$ cat config.mk
export PLATFORM = sky130hd
export DESIGN_NAME = jtframe_rom_nslots
export DESIGN_NICKNAME = d
export VERILOG_FILES = /design/src/rtl/jtframe_rom_nslots.sv
export SDC_FILE = /design/constraint.sdc
export NUM_CORES = 1
export LEC_CHECK = 0
export BUFFER_PORTS_ARGS = -buffer_cell sky130_fd_sc_hd__buf_4
export CORE_MARGIN = 4
export CORE_UTILIZATION = 50
export CTS_BUF_LIST = sky130_fd_sc_hd__clkbuf_8
export DETAILED_ROUTE_END_ITERATION = 12
export PLACE_DENSITY = 0.86
export SKIP_LAST_GASP = 1
export SYNTH_ARGS = -nofsm -noshare
export SYNTH_HDL_FRONTEND = slang
export SYNTH_SLANG_ARGS = --single-unit
$ cat constraint.sdc
create_clock -name clk -period 5.1 [get_ports clk]
set_clock_uncertainty 0.15 [all_clocks]
set_input_delay 1.02 -clock clk [delete_from_list [all_inputs] [get_ports clk]]
set_output_delay 1.02 -clock clk [all_outputs]
set_load 0.05 [all_outputs]
$ cat src/rtl/jtframe_rom_nslots.sv
// Multi-slot ROM reader: each slot keeps a one-entry 32-bit cache and misses
// are arbitrated (fixed priority or round-robin) onto a single SDRAM read port.
module jtframe_rom_nslots #(
  parameter int SLOTS  = 2,
  parameter int AW     = 22,
  parameter int DW     = 16,
  parameter int RROBIN = 0
) (
  input  logic                  clk,
  input  logic                  rst,
  input  logic                  clr,
  input  logic [22*SLOTS-1:0]   offset,
  input  logic [SLOTS-1:0]      slot_cs,
  input  logic [AW*SLOTS-1:0]   slot_addr,
  output logic [SLOTS-1:0]      slot_ok,
  output logic [DW*SLOTS-1:0]   slot_dout,
  output logic [21:0]           sdram_addr,
  output logic                  sdram_req,
  input  logic                  sdram_ack,
  input  logic                  data_rdy,
  input  logic [31:0]           data_read,
  output logic [1:0]            st_dbg
);

  // SDRAM handshake: sdram_req rises together with a stable sdram_addr and
  // holds until the cycle sdram_ack is seen; data_rdy qualifies data_read and
  // may arrive in the same cycle as sdram_ack.
  typedef enum logic [1:0] {IDLE = 2'd0, WAIT_ACK = 2'd1, WAIT_RDY = 2'd2} state_t;

  state_t               st, st_nxt;
  logic [SLOTS-1:0]     valid, hit, pending;
  logic [AW-1:0]        ctag  [SLOTS];
  logic [31:0]          cdata [SLOTS];
  logic [AW*SLOTS-1:0]  key_flat;
  logic [22*SLOTS-1:0]  raddr_flat;
  logic [1:0]           win, win_sel, last_served;
  logic [AW-1:0]        win_key, sel_key;
  logic [21:0]          sel_addr;
  logic [2:0]           rr_idx;
  logic                 found, stale, issue, fill;

  assign st_dbg = st;

  for (genvar g = 0; g < SLOTS; g++) begin : g_slot
    logic [AW-1:0] a;
    logic [AW:0]   conv;
    logic [7:0]    byte_sel;
    logic [31:0]   sel;

    assign a    = slot_addr[AW*g +: AW];
    assign key_flat[AW*g +: AW] = (DW == 8) ? {1'b0, a[AW-1:1]} : a;
    assign conv = (DW == 8)  ? {2'b0, a[AW-1:1]} :
                  (DW == 32) ? {a, 1'b0} : {1'b0, a};
    assign raddr_flat[22*g +: 22] = offset[22*g +: 22] + 22'(conv);

    assign hit[g]     = slot_cs[g] & valid[g] & (ctag[g] == key_flat[AW*g +: AW]);
    assign pending[g] = slot_cs[g] & ~hit[g];
    assign slot_ok[g] = rst & hit[g];

    assign byte_sel = a[0] ? cdata[g][15:8] : cdata[g][7:0];
    assign sel      = (DW == 8)  ? {24'b0, byte_sel} :
                      (DW == 16) ? {16'b0, cdata[g][15:0]} : cdata[g];
    assign slot_dout[DW*g +: DW] = rst ? DW'(sel) : '0;
  end

  // Round-robin scans from the slot after the last one served.
  always_comb begin
    win_sel = '0;
    found   = 1'b0;
    rr_idx  = '0;
    if (RROBIN != 0) begin
      for (int k = 1; k <= SLOTS; k++) begin
        rr_idx = {1'b0, last_served} + 3'(k);
        if (rr_idx >= 3'(SLOTS)) rr_idx = rr_idx - 3'(SLOTS);
        for (int j = 0; j < SLOTS; j++) begin
          if (!found && rr_idx == 3'(j) && pending[j]) begin
            win_sel = 2'(j);
            found   = 1'b1;
          end
        end
      end
    end else begin
      for (int j = SLOTS-1; j >= 0; j--) begin
        if (pending[j]) win_sel = 2'(j);
      end
    end
  end

  always_comb begin
    sel_addr = '0;
    sel_key  = '0;
    for (int j = 0; j < SLOTS; j++) begin
      if (win_sel == 2'(j)) begin
        sel_addr = raddr_flat[22*j +: 22];
        sel_key  = key_flat[AW*j +: AW];
      end
    end
  end

  always_comb begin
    st_nxt = st;
    issue  = 1'b0;
    fill   = 1'b0;
    case (st)
      IDLE: begin
        if (|pending) begin
          issue  = 1'b1;
          st_nxt = WAIT_ACK;
        end
      end
      WAIT_ACK: begin
        if (sdram_ack) begin
          if (data_rdy) begin
            fill   = 1'b1;
            st_nxt = IDLE;
          end else begin
            st_nxt = WAIT_RDY;
          end
        end
      end
      WAIT_RDY: begin
        if (data_rdy) begin
          fill   = 1'b1;
          st_nxt = IDLE;
        end
      end
      default: st_nxt = IDLE;
    endcase
  end

  always_ff @(posedge clk) begin
    if (!rst) begin
      st          <= IDLE;
      sdram_req   <= 1'b0;
      sdram_addr  <= '0;
      valid       <= '0;
      stale       <= 1'b0;
      last_served <= 2'(SLOTS-1);
      win         <= '0;
      win_key     <= '0;
      for (int i = 0; i < SLOTS; i++) begin
        ctag[i]  <= '0;
        cdata[i] <= '0;
      end
    end else begin
      st <= st_nxt;
      if (issue) begin
        sdram_req   <= 1'b1;
        sdram_addr  <= sel_addr;
        win         <= win_sel;
        win_key     <= sel_key;
        last_served <= win_sel;
      end else if (st == WAIT_ACK && sdram_ack) begin
        sdram_req <= 1'b0;
      end
      for (int i = 0; i < SLOTS; i++) begin
        if (fill && win == 2'(i)) begin
          ctag[i]  <= win_key;
          cdata[i] <= data_read;
        end
      end
      // A clr seen mid-transaction poisons the fill so old ROM data never becomes valid.
      if (clr) begin
        valid <= '0;
      end else if (fill && !stale) begin
        for (int i = 0; i < SLOTS; i++) begin
          if (win == 2'(i)) valid[i] <= 1'b1;
        end
      end
      if (fill) stale <= 1'b0;
      else if (clr && st != IDLE) stale <= 1'b1;
    end
  end

endmodule

==> reports/qor.csv <==
metric;value;unit
most frequent cells after synthesis;nand2_1 (90), edfxtp_1 (76), and2_1 (71);
post-DR vias/cell;5.985;
Starting Density;50.96;%
number of synthesized flops with an enable pin;76;
largest net degree at the start of global routing;53;
DR pass1 iterations;6;
FP Rows;45;
vias in the first global route;6718;
# hold bufs at CTS;0;
Synth Area in Simple Gates;20.14;%
Layout Area Growth over Synthesis;24.40;%
final WL;23.22;mm
Setup Fix Bufs, Post-CTS;0;
worst min path class;reg -> reg;
post-route setup TNS;0;ns
actual slew at the worst max-slew pin;1.162;ns
Max Clock Freq;257.3;MHz
leading area contributor after synthesis;edfxtp_1;
CP startpoint;slot_addr[11];
clk root buf;clkbuf_8;
GRT Resource Usage Total;25.64;%
mean routed wirelength per cell;19.71;microns
Hold WS;0.3166;ns
total gr overflow;0;
CTS Buf Count;17;
Adder-Cell Fraction of Synth Area;7.784;%
post-synthesis register bit count;127;
Setup violations, final;0;
Slew headroom;22.36;%
CTS H-tree lvls;4;
Max-Cap Viols;0;
Die ar.;17550;sq um
Avg Cell Area, Syn;9.494;sq um
RSZ-0062 raised after global routing;no;
Slew Viols, Final;0;
reg2reg start;ctag[0][20]$_DFFE_PP_;
Synth Warn #;0;
sequential-to-total area share from yosys stat;42.64;%
Final #Nets;1151;
Clock Latency Late Sink;0.46;ns
outcome;finished, final reports clean;
element type at the critical path end;output pin;
Horiz. Die Dim;132.5;microns
CTS tree;yes;
initial drt markers;639;
Core Footprint;15200;sq um
most frequent cell after synthesis;nand2_1;
first-pass GRT wire length;35.07;mm
synthesized area;7747;sq um
CP Max Fanout;3;
CP Data Arrival Time;2.72;ns
Async SR Flop Fraction;0;%
Detail Route Antenna Nets;0;
Crit Path Category;in -> out;
top_reg_cell synth;edfxtp_1;
Synth Area in XOR/XNOR;8.479;%
VDD IR max;187.1;uV
crit share post-route;76.20;%
Worst-path clk slew;0.08;ns
complex-gate fraction of the synthesized area;18.17;%
RePlAce Congestion;0.9769;
Final Hold Vio Count;0;
Max Buffers Root-to-Sink;2;
Mapped Nets;990;
Synth Instances;816;
Distinct cells, synth;63;
hold wc startpoint;sdram_addr[6]$_SDFFE_PN0P_;
post-CTS sizing;0;
CP Launch Type;primary input;
largest family of logic cells by synthesized area;simple AND/OR/NAND/NOR gates;
Port Buf Inserts;169;
Cell Pwr Density;311.8;nW/um^2
WP data required;3.93;ns
initial antenna violation count;0;
dpl hpwl;17.49;mm
CTS Sinks;127;
Leakage;4.079;nW
top post-synthesis cells by area;edfxtp_1 (29%), dfxtp_1 (13%), ha_1 (7.3%);
fin crit period;3.886;ns
# DRC;0;
mux contribution to synthesized area;0.3876;%
fillers;1242;
layout cell share with drive strength beyond 1;22.42;%
via count;7050;
Chip Height;132.5;microns
Ports;186;
n_diodes;0;
Yosys top cell area share;29.46;%
-- layer usage --
| metal | vias to the layer above | wire length [microns] | track usage [%] |
|---|---|---|---|
| met2 | 338 | 10910 | 41.41 |
| li1 | 3327 | - | - |
| met3 | 81 | 2031 | 5.779 |
| met4 | 0 | 1139 | 13.68 |
| met1 | 3304 | 9137 | 32.09 |
| met5 | - | 0 | 0 |
-- critical path: stages --
cell and delay [ns]:
buf_4 0.15, xor2_1 0.16, nor4_1 0.29, nand4_1 0.12, nand4b_1 0.19, nor4_1 0.48
buf_4 0.31
-- cells in the final DEF (no fill, tap or decap), types with 14 or more instances in the layout --
cell type,Yosys,routed
nand3_1,14,14
and2_1,71,71
o21ai_1,18,18
dfxtp_1,51,51
nor2_1,69,66
xnor2_1,52,52
nand2_1,90,90
xor2_1,23,23
buf_4,0,175
edfxtp_1,76,76
a311oi_1,26,26
ha_1,45,45
clkbuf_8,0,17
o21ai_0,26,24
a21o_1,18,18
a21oi_1,46,46
-- power by group --
group / switching [mW] / internal [mW] / leakage (nW)
Combinational: 0.532 / 0.322 / 2.66
Clock: 0.485 / 0.463 / 0.215
Sequential: 0.0372 / 1.16 / 1.21
Total: 1.05 / 1.95 / 4.08
-- registers in the layout (all words and copies together), names as in the netlist --
| signal | count |
|---|---|
| sdram_req | 1 |
| stale | 1 |
| cdata | 32 |
| win | 1 |
| win_key | 22 |
| valid | 2 |
| st_dbg | 2 |
| ctag | 44 |
| sdram_addr | 22 |
-- layout make-up --
class	count	area [sq um]	share of cell area (%)
multi-input combinational	642	4293	44.54
tap	188	235.2	2.441
clock inverter	15	190.2	1.973
timing repair buffer	176	1334	13.84
clock buffer	17	234.0	2.428
inverter	13	48.80	0.5063
sequential	127	3303	34.27
-- metrics by stage --
stage	worst slack [ns]	total power, mW	instances	instance area (sq um)	utilization, %
after floorplan	0.4545	1.785	816	7747	-
after global placement	1.083	2.053	1146	9214	60.61
after detailed placement	0.9704	2.067	1146	9214	60.61
after CTS	1.279	3.007	1178	9638	63.40
after global routing	1.169	3.130	1178	9638	63.40
final	1.214	3.005	1178	9638	63.40
-- path summary, 6_finish.rpt --
| path | slack, ns | end | cells past startpoint |
|---|---|---|---|
| setup / recovery | 1.21 | slot_ok[0] | 7 |
| hold / removal | 0.32 | sdram_addr[6]$_SDFFE_PN0P_ | 2 |
| setup reg to reg | 1.60 | win_key[6]$_SDFFE_PN0P_ | 9 |
| hold reg to reg | 0.32 | sdram_addr[6]$_SDFFE_PN0P_ | 2 |
-- cell families (layout without fill, tap and decap cells) --
kind of cell | after synthesis | in the layout
AND/OR/NAND/NOR | 308 | 308
AO/OA/AOI/OAI | 209 | 209
flip-flops | 127 | 127
XOR/XNOR | 75 | 75
adder cells (fa/ha/maj) | 47 | 47
buffers and inverters | 47 | 221
multiplexers | 3 | 3
(Power assumes the default switching activity.)
